File: src/rtl/drop_control_if.sv
// drop_control_if: column/load request inputs and block-draw outputs of the Connect Four sequencer
// master = stimulus side (drives col_sel/load), slave = sequencer (drives draw/status outputs)
interface drop_control_if;
  logic [2:0] col_sel;
  logic       load;
  logic [3:0] pixel_count;
  logic [2:0] location;
  logic [2:0] decoded_height;
  logic       go;
  logic       player;
  logic       plot;
  logic       busy;
  logic       column_full;
  logic       board_full;
  modport master (
    output col_sel, load,
    input  pixel_count, location, decoded_height, go, player, plot, busy, column_full, board_full
  );
  modport slave (
    input  col_sel, load,
    output pixel_count, location, decoded_height, go, player, plot, busy, column_full, board_full
  );
endinterface

File: src/rtl/drop_control.sv
// drop_control: Connect Four move sequencer feeding one 16-pixel block draw per move to the VGA datapath
// Ports: clk, resetn (async active-low); bus.slave carries col_sel/load in and
// pixel_count/location/decoded_height/go/player/plot/busy/column_full/board_full out.
module drop_control #(
  parameter int NUM_COLS = 7,
  parameter int NUM_ROWS = 6,
  parameter int NUM_PIX  = 16
) (
  input logic          clk,
  input logic          resetn,
  drop_control_if.slave bus
);
  typedef enum logic [1:0] {S_IDLE, S_DRAW, S_COMMIT, S_RELEASE} state_t;
  state_t              state_q, state_d;
  logic [NUM_ROWS-1:0] therm_q [NUM_COLS];
  logic [NUM_ROWS-1:0] therm_d [NUM_COLS];
  logic [5:0]          moves_q, moves_d;
  logic [3:0]          pix_q, pix_d;
  logic [2:0]          loc_q, loc_d, hgt_q, hgt_d;
  logic                go_q, go_d, player_q, player_d, plot_q, plot_d;
  logic                busy_q, busy_d, cfull_q, cfull_d, bfull_q, bfull_d;
  logic                load_q;
  logic                req, col_ok;
  logic [NUM_ROWS-1:0] sel_therm;
  logic [2:0]          sel_height;
  // only the rising edge of load starts a move, so holding load gives one move
  assign req    = bus.load & ~load_q;
  assign col_ok = int'(bus.col_sel) < NUM_COLS;
  // thermometer column height -> row index of the next free slot
  always_comb begin
    sel_therm = '0;
    for (int c = 0; c < NUM_COLS; c++) sel_therm = (bus.col_sel == 3'(c)) ? therm_q[c] : sel_therm;
    sel_height = '0;
    for (int r = 0; r < NUM_ROWS; r++) sel_height = sel_height + 3'(sel_therm[r]);
  end
  always_comb begin
    state_d  = state_q;
    therm_d  = therm_q;
    moves_d  = moves_q;
    pix_d    = pix_q;
    loc_d    = loc_q;
    hgt_d    = hgt_q;
    go_d     = go_q;
    player_d = player_q;
    busy_d   = busy_q;
    cfull_d  = 1'b0;
    bfull_d  = bfull_q;
    plot_d   = state_q == S_DRAW;
    case (state_q)
      S_IDLE: begin
        if (req && !bfull_q) begin
          if (!col_ok || sel_therm[NUM_ROWS-1]) begin
            cfull_d = 1'b1;
            state_d = S_RELEASE;
          end else begin
            loc_d   = bus.col_sel;
            hgt_d   = sel_height;
            go_d    = 1'b1;
            busy_d  = 1'b1;
            pix_d   = '0;
            state_d = S_DRAW;
          end
        end
      end
      S_DRAW: begin
        pix_d = pix_q + 4'd1;
        if (pix_q == 4'(NUM_PIX - 1)) begin
          pix_d   = '0;
          go_d    = 1'b0;
          state_d = S_COMMIT;
        end
      end
      S_COMMIT: begin
        for (int c = 0; c < NUM_COLS; c++)
          therm_d[c] = (loc_q == 3'(c)) ? {therm_q[c][NUM_ROWS-2:0], 1'b1} : therm_q[c];
        moves_d  = moves_q + 6'd1;
        player_d = ~player_q;
        bfull_d  = bfull_q | (moves_d == 6'(NUM_COLS * NUM_ROWS));
        state_d  = S_RELEASE;
      end
      S_RELEASE: begin
        if (!bus.load) begin
          busy_d  = 1'b0;
          state_d = S_IDLE;
        end
      end
      default: state_d = S_IDLE;
    endcase
  end
  always_ff @(posedge clk or negedge resetn) begin
    if (!resetn) begin
      state_q  <= S_IDLE;
      for (int c = 0; c < NUM_COLS; c++) therm_q[c] <= '0;
      moves_q  <= '0;
      pix_q    <= '0;
      loc_q    <= '0;
      hgt_q    <= '0;
      go_q     <= 1'b0;
      player_q <= 1'b0;
      plot_q   <= 1'b0;
      busy_q   <= 1'b0;
      cfull_q  <= 1'b0;
      bfull_q  <= 1'b0;
      load_q   <= 1'b0;
    end else begin
      state_q  <= state_d;
      therm_q  <= therm_d;
      moves_q  <= moves_d;
      pix_q    <= pix_d;
      loc_q    <= loc_d;
      hgt_q    <= hgt_d;
      go_q     <= go_d;
      player_q <= player_d;
      plot_q   <= plot_d;
      busy_q   <= busy_d;
      cfull_q  <= cfull_d;
      bfull_q  <= bfull_d;
      load_q   <= bus.load;
    end
  end
  assign bus.pixel_count    = pix_q;
  assign bus.location       = loc_q;
  assign bus.decoded_height = hgt_q;
  assign bus.go             = go_q;
  assign bus.player         = player_q;
  assign bus.plot           = plot_q;
  assign bus.busy           = busy_q;
  assign bus.column_full    = cfull_q;
  assign bus.board_full     = bfull_q;
endmodule

File: src/flat_wrapper.sv
// flat-port wrapper written by rule: the top's interface ports become plain ports
module drop_control_flat 
#(
  parameter int NUM_COLS = 7,
  parameter int NUM_ROWS = 6,
  parameter int NUM_PIX  = 16
)
  (clk, resetn, bus_col_sel, bus_load, bus_pixel_count, bus_location, bus_decoded_height, bus_go, bus_player, bus_plot, bus_busy, bus_column_full, bus_board_full);
  drop_control_if bus_i ();
  input logic clk;
  input logic resetn;
  input wire logic [$bits(bus_i.col_sel)-1:0] bus_col_sel;
  input wire logic [$bits(bus_i.load)-1:0] bus_load;
  output wire logic [$bits(bus_i.pixel_count)-1:0] bus_pixel_count;
  output wire logic [$bits(bus_i.location)-1:0] bus_location;
  output wire logic [$bits(bus_i.decoded_height)-1:0] bus_decoded_height;
  output wire logic [$bits(bus_i.go)-1:0] bus_go;
  output wire logic [$bits(bus_i.player)-1:0] bus_player;
  output wire logic [$bits(bus_i.plot)-1:0] bus_plot;
  output wire logic [$bits(bus_i.busy)-1:0] bus_busy;
  output wire logic [$bits(bus_i.column_full)-1:0] bus_column_full;
  output wire logic [$bits(bus_i.board_full)-1:0] bus_board_full;
  assign bus_i.col_sel = bus_col_sel;
  assign bus_i.load = bus_load;
  assign bus_pixel_count = bus_i.pixel_count;
  assign bus_location = bus_i.location;
  assign bus_decoded_height = bus_i.decoded_height;
  assign bus_go = bus_i.go;
  assign bus_player = bus_i.player;
  assign bus_plot = bus_i.plot;
  assign bus_busy = bus_i.busy;
  assign bus_column_full = bus_i.column_full;
  assign bus_board_full = bus_i.board_full;
  drop_control #(.NUM_COLS(NUM_COLS), .NUM_ROWS(NUM_ROWS), .NUM_PIX(NUM_PIX)) u_core (.clk(clk), .resetn(resetn), .bus(bus_i));
endmodule
File: config.mk
export PLATFORM = sky130hd
export DESIGN_NAME = drop_control_flat
export DESIGN_NICKNAME = d
export VERILOG_FILES = /design/src/rtl/drop_control_if.sv /design/src/rtl/drop_control.sv /design/src/flat_wrapper.sv
export SDC_FILE = /design/constraint.sdc
export NUM_CORES = 1
export LEC_CHECK = 0
export CORE_UTILIZATION = 35
export DETAILED_ROUTE_END_ITERATION = 16
export RECOVER_POWER = 50
export SYNTH_ARGS = -nofsm -noshare
export SYNTH_HDL_FRONTEND = slang
export SYNTH_SLANG_ARGS = --single-unit
File: constraint.sdc
create_clock -name clk -period 3.1 [get_ports clk]
set_input_delay 0.465 -clock clk [delete_from_list [all_inputs] [get_ports clk]]
set_output_delay 0.465 -clock clk [all_outputs]
set_load 0.01 [all_outputs]
# [Word-level counts from Yosys, hierarchy flattened]
# Cells that the tools add are included.
[classes] addsub=7 order_cmp=1 eq_ne=21 n_mux=25 n_bitwise=5 n_reduce_logical=21
[op_table] op="6-bit two-way mux" count=7
[op_table] op="3-bit equality test, second input constant" count=6
[op_table] op="2-bit AND reduction" count=7
[op_table] op="3-bit by 1-bit adder with 3-bit output" count=4
[op_table] op="3-bit by 2-bit equality test with 1-bit output, second input constant" count=4
[op_table] op="4-bit two-way mux" count=3
[op_table] op="3-bit AND reduction" count=3
[op_table] op="2-bit two-way mux" count=4
[op_table] op="2-bit case mux with 4 select lines" count=1
[op_table] op="4-bit case mux with 2 select lines" count=1
[op_table] op="4-bit AND reduction" count=2
[op_table] op="1-bit two-way mux" count=7
[op_table] op="6-bit by 1-bit adder with 6-bit output, second input constant" count=1
[op_table] op="3-bit by 1-bit equality test with 1-bit output, second input constant" count=2
[op_table] op="6-bit equality test, second input constant" count=1
[op_table] op="3-bit logical NOT" count=2
[op_table] op="2-bit inequality test, second input constant" count=3
[op_table] op="4-bit by 1-bit adder with 4-bit output, second input constant" count=1
[op_table] op="2-bit equality test, second input constant" count=2
[op_table] op="4-bit equality test, second input constant" count=1
[op_table] op="1-bit case mux with 2 select lines" count=2
[op_table] op="2-bit nonzero test" count=2
[op_table] op="3-bit < comparator, second input constant" count=1
[op_table] op="1-bit NOT" count=3
[op_table] op="other kinds (9)" count=10
[totals] register_bits=67

# [Longest topological paths before layout]
# Gate-level depths: netlist of the first run.
[depth] word_depth=13 ltp_mapped=14 depth_no_buf=13

# [Worst setup path after synthesis of the first run]
# No wires, ideal clock.
[synth_path] path_kind="input-to-reg" from="input port bus_col_sel[0]" to="register u_core.hgt_q[1] (netlist: u_core.bus.decoded_height[1])" arrival_ps=3287 required_time_ps=3017 path_slack_ps=-269 stages=14 n_path_buf=1 path_cell_list="buf_6 -> nor2b_1 -> o2bb2ai_1 -> a221o_1 -> o22ai_1 -> a21oi_1 -> ha_1 -> inv_1 -> fa_1 -> inv_1 -> fa_1 -> inv_1 -> fa_1 -> o21ai_0"
[synth_via] elab_chain_len=13 word_cells_on_any_way=24
[synth_lines] item="from (decl)" line_no="flat_wrapper.sv:12" rtl="input wire logic [$bits(bus_i.col_sel)-1:0] bus_col_sel;"
[synth_lines] item="3-bit logical NOT" line_no="drop_control.sv:32" rtl="for (int c = 0; c < NUM_COLS; c++) sel_therm = (bus.col_sel == 3'(c)) ? therm_q[c] : sel_therm;"
[synth_lines] item="6-bit two-way mux (7 in a row)" line_no="drop_control.sv:32"
[synth_lines] item="1-bit by 1-bit adder with 2-bit output" line_no="drop_control.sv:34" rtl="for (int r = 0; r < NUM_ROWS; r++) sel_height = sel_height + 3'(sel_therm[r]);"
[synth_lines] item="3-bit by 1-bit adder with 3-bit output (4 in a row)" line_no="drop_control.sv:34"
[synth_lines] item="to (signal assigned)" line_no="drop_control.sv:111" rtl="hgt_q <= hgt_d;"
[synth_lines] item="to (decl)" line_no="drop_control.sv:19" rtl="logic [2:0] loc_q, loc_d, hgt_q, hgt_d;"
# Several ways; a longest one is shown, not always the timed one.
# A chain may end at the register's enable or synchronous reset.

# [Final worst setup path of the first run]
[layout_path] from="input port bus_col_sel[1]" to="register u_core.hgt_q[1] (netlist: u_core.bus.decoded_height[1])"
# Same word-level chain as after synthesis.

==> flow_summary.ini, run 1 <==
[run_status]
status = complete, but fails checks
violations = capacitance limit, slew limit

[power_and_ir_drop]
power.switching_w = 0.001087
combPwrFrac_pct = 32.6
intPower_w = 0.002142
clkPwrFrac_pct = 25.2
power.total_w = 0.003229
seqPwrFrac_pct = 42.1
max-vdd-ir-drop_uv = 418.8
sw_frac_of_total_pct = 33.68
p_leak_nw = 1.793
p_per_area_nw_per_um2 = 797.8

[layout]
layout_commonest_cell = dfrtp_1
drive_gt1_share_pct = 32.60
fillers = 909
mostFrequentLayoutCells = dfrtp_1, mux2_2, buf_4
layout.nets = 331
multi_input_area_sq_um = 1568
syn2layout_area_growth_pct = 20.62
n_antenna_cell = 0
seq_area_sq_um = 1677

[timing]
fmax_mhz = 323.1
min_period_over_period_pct = 99.85
slew_violations = 32
relSlewSlack_pct = -9.522
skew_ns = 0.004495
hold_ws_ns = 0.4719
setup_viol = 0
worst_slew_pin_slew_ns = 1.643
rsz0062_at_grt = true
post-route-min-period_ns = 3.095
hold_violations = 0

[detailed_routing]
vias = 2187
antenna_left = 0
drc = 0
drtPass1Iterations = 4
wl_per_cell_microns = 14.41
totalWireLength_microns = 6455
drt_first_iter_violations = 44
vias_per_cell = 4.882

[clock_network]
clk_latency_ns = 0.34
clock_sinks = 67
h-tree-depth = 3
cts.root.buffer_cell = clkbuf_8
clockBufferDepth = 2
clkTransAtPathRegs_ns = 0.07
tritoncts = built
numCtsBuffers = 9
holdBufCountCts = 0

[synth]
synth_xor_area_share_pct = 2.088
ys_seq_area_share_pct = 49.96
synthAdderAreaFrac_pct = 4.773
ys_seq_elements = 67
synth_edf_count = 0
synth_ff_type = dfrtp_1
synth_compound_area_share_pct = 9.433
yosys_warnings = 0
synth_mux_area_share_pct = 19.05
synth_top_family_by_area = multiplexers
yosys.area_share.simple_pct = 11.07
ys_types = 51
async_reset_ff_share_pct = 100.0
mappedNetlistNets = 286
synth_area_per_cell_sq_um = 12.47
netlist_area_sq_um = 3356
synthCells = 269

[setup_path]
worstPathArrival_ns = 3.36
ff2ff_path_depth = 13
cp-end-kind = flip-flop
cp_max_fo = 8
cp.required_ns = 3.37
start_kind = input port
critical_path_class = in -> reg

[die]
die_area_sq_um = 9983
row_count = 35
die_h_microns = 99.92
start_util_pct = 36.15
fp.dieW_microns = 99.92
coreArea_sq_um = 9284
pin_count = 22

[hold_path]
min_path_cells = 1
min_path_type = reg -> reg

[grt]
grt.total_usage_pct = 14.45
grt_pass1_vias = 2269
grt_pass1_wl_microns = 10960
grt_antenna_before_repair = 0
grt_overflow = 0
grt_max_degree = 32

[placed_design]
dp_hpwl_microns = 4824
numPortBuffers = 21
place.gp.congestion = 0.7820

[flow_run]
drv_cap = 1
cells in the mapped netlist, types with 2 or more instances:
master    number  share of area, %
nor3_2         2              0.60
dfrtp_1       67                50
o211ai_1       2              0.45
nand2_1       16               1.8
xor2_1         4               1.0
nand2b_1       6               1.1
o31ai_1        2              0.45
mux2_2        41                14
buf_6          4               1.3
a221o_1        3              0.89
buf_2          2              0.30
nand3b_1       2              0.45
mux2i_1       11               3.3
fa_1           3               1.8
inv_1         10               1.1
mux4_2         3               2.0
xnor2_1        4               1.0
a21oi_1        6              0.89
nand4b_1       3              0.78
nand3_1        6              0.89
clkbuf_1       3              0.34
nand4_1        3              0.56
nor2_1        11               1.2
nor3b_2        3               1.1
o22ai_1        3              0.56
o21ai_0       14               2.1
ha_1           8               3.0
or2_2          4              0.75
kinds of logic after synthesis:
logic type | count (synthesis)
flip-flops | 67
multiplexers | 55
adder cells (fa/ha/maj) | 11
AND/OR/NAND/NOR | 63
buffers and inverters | 22
AO/OA/AOI/OAI | 43
XOR/XNOR | 8
metal layers:
| layer | global-route usage [%] | wire, microns | part of all wire [%] |
|---|---|---|---|
| met1 | 17.85 | 3046 | 47 |
| met2 | 24.35 | 3089 | 48 |
| met3 | 3.760 | 234 | 3.6 |
| met4 | 5.317 | 85 | 1.3 |
| met5 | 0 | 0 | 0 |
critical path: stages:
cell and delay [ns]:
clkdlybuf4s15_2 0.21, buf_6 0.14, nand2b_1 0.14, a21boi_0 0.09, a221o_1 0.29, o22ai_1 0.16
a21oi_1 0.07, ha_1 0.30, inv_2 0.04, fa_1 0.49, inv_2 0.04, fa_2 0.35
inv_2 0.07, fa_1 0.38, o21ai_1 0.12
per-stage QoR:
step	TNS (ns)	instances	worst slack (ns)	instance area (sq um)	utilization, %
after floorplan	-0.01337	269	-0.01337	3386	-
after global placement	-1.528	431	-0.5972	3824	41.19
after detailed placement	-1.866	431	-0.7183	3824	41.19
after CTS	0	447	0.01081	4053	43.65
after global routing	-0.1461	448	-0.1318	4048	43.60
final	0	448	0.004633	4048	43.60
cell type report:
class	count	share of cell area, %
inverter	12	1.175
tap	129	3.988
clock buffer	9	3.060
clock inverter	7	2.473
sequential	67	41.42
multi-input combinational	180	38.73
timing repair buffer	44	9.150
sequential cells by signal, indices dropped and copies added (netlist names):
| register | count |
|---|---|
| u_core.therm_q | 42 |
| u_core.moves_q | 6 |
| u_core.bus.pixel_count | 4 |
| u_core.bus.decoded_height | 3 |
| u_core.bus.location | 3 |
| u_core.state_q | 2 |
| u_core.bus.board_full | 1 |
| u_core.bus.busy | 1 |
| u_core.bus.column_full | 1 |
| u_core.bus.go | 1 |
| u_core.bus.player | 1 |
| u_core.bus.plot | 1 |
| u_core.load_q | 1 |
power by group through the flow:
stage / registers [W] / logic [W] / clock network (W)
2_1_floorplan: 0.00131 / 0.000765 / 0
3_3_place_gp: 0.00137 / 0.00104 / 0
3_5_place_dp: 0.00138 / 0.00106 / 0
4_1_cts: 0.00137 / 0.00106 / 0.000842
5_1_grt: 0.00140 / 0.00117 / 0.000878
6_report: 0.00136 / 0.00105 / 0.000815
repair_timing:
item,4_1_cts,5_1_grt
pin swaps,0,1
gates resized for setup,8,2
setup buffers,0,1
cloned,0,0
setup endpoints to repair,3,2
hold endpoints to repair,0,0
worst paths after layout:
kind,start,end,slack [ns]
max,bus_col_sel[1],u_core.bus.decoded_height[1],0.005
min,u_core.bus.player,u_core.bus.player,0.47
max reg2reg,u_core.therm_q[37],u_core.bus.decoded_height[1],0.02
min reg2reg,u_core.bus.player,u_core.bus.player,0.47
max in group asynchronous,resetn,u_core.moves_q[5],0.87
min in group asynchronous,resetn,u_core.therm_q[40],0.54
Power figures use the tool's default switching activity.
==> inputs of run 2 (changes only) <==
--- a/config.mk
+++ b/config.mk
@@ -7,6 +7,7 @@
 export LEC_CHECK = 0
 export CORE_UTILIZATION = 35
 export DETAILED_ROUTE_END_ITERATION = 16
+export HOLD_SLACK_MARGIN = 0.02
 export RECOVER_POWER = 50
 export SYNTH_ARGS = -nofsm -noshare
 export SYNTH_HDL_FRONTEND = slang
==> results of run 2 <==
No change in the layout: final DEF, timing and power equal those of run 1.
==> inputs of run 3 (changes only) <==
--- a/config.mk
+++ b/config.mk
@@ -12,3 +12,4 @@
 export SYNTH_ARGS = -nofsm -noshare
 export SYNTH_HDL_FRONTEND = slang
 export SYNTH_SLANG_ARGS = --single-unit
+export TNS_END_PERCENT = 20
==> results of run 3 <==
No change in the layout: final DEF, timing and power equal those of run 1.
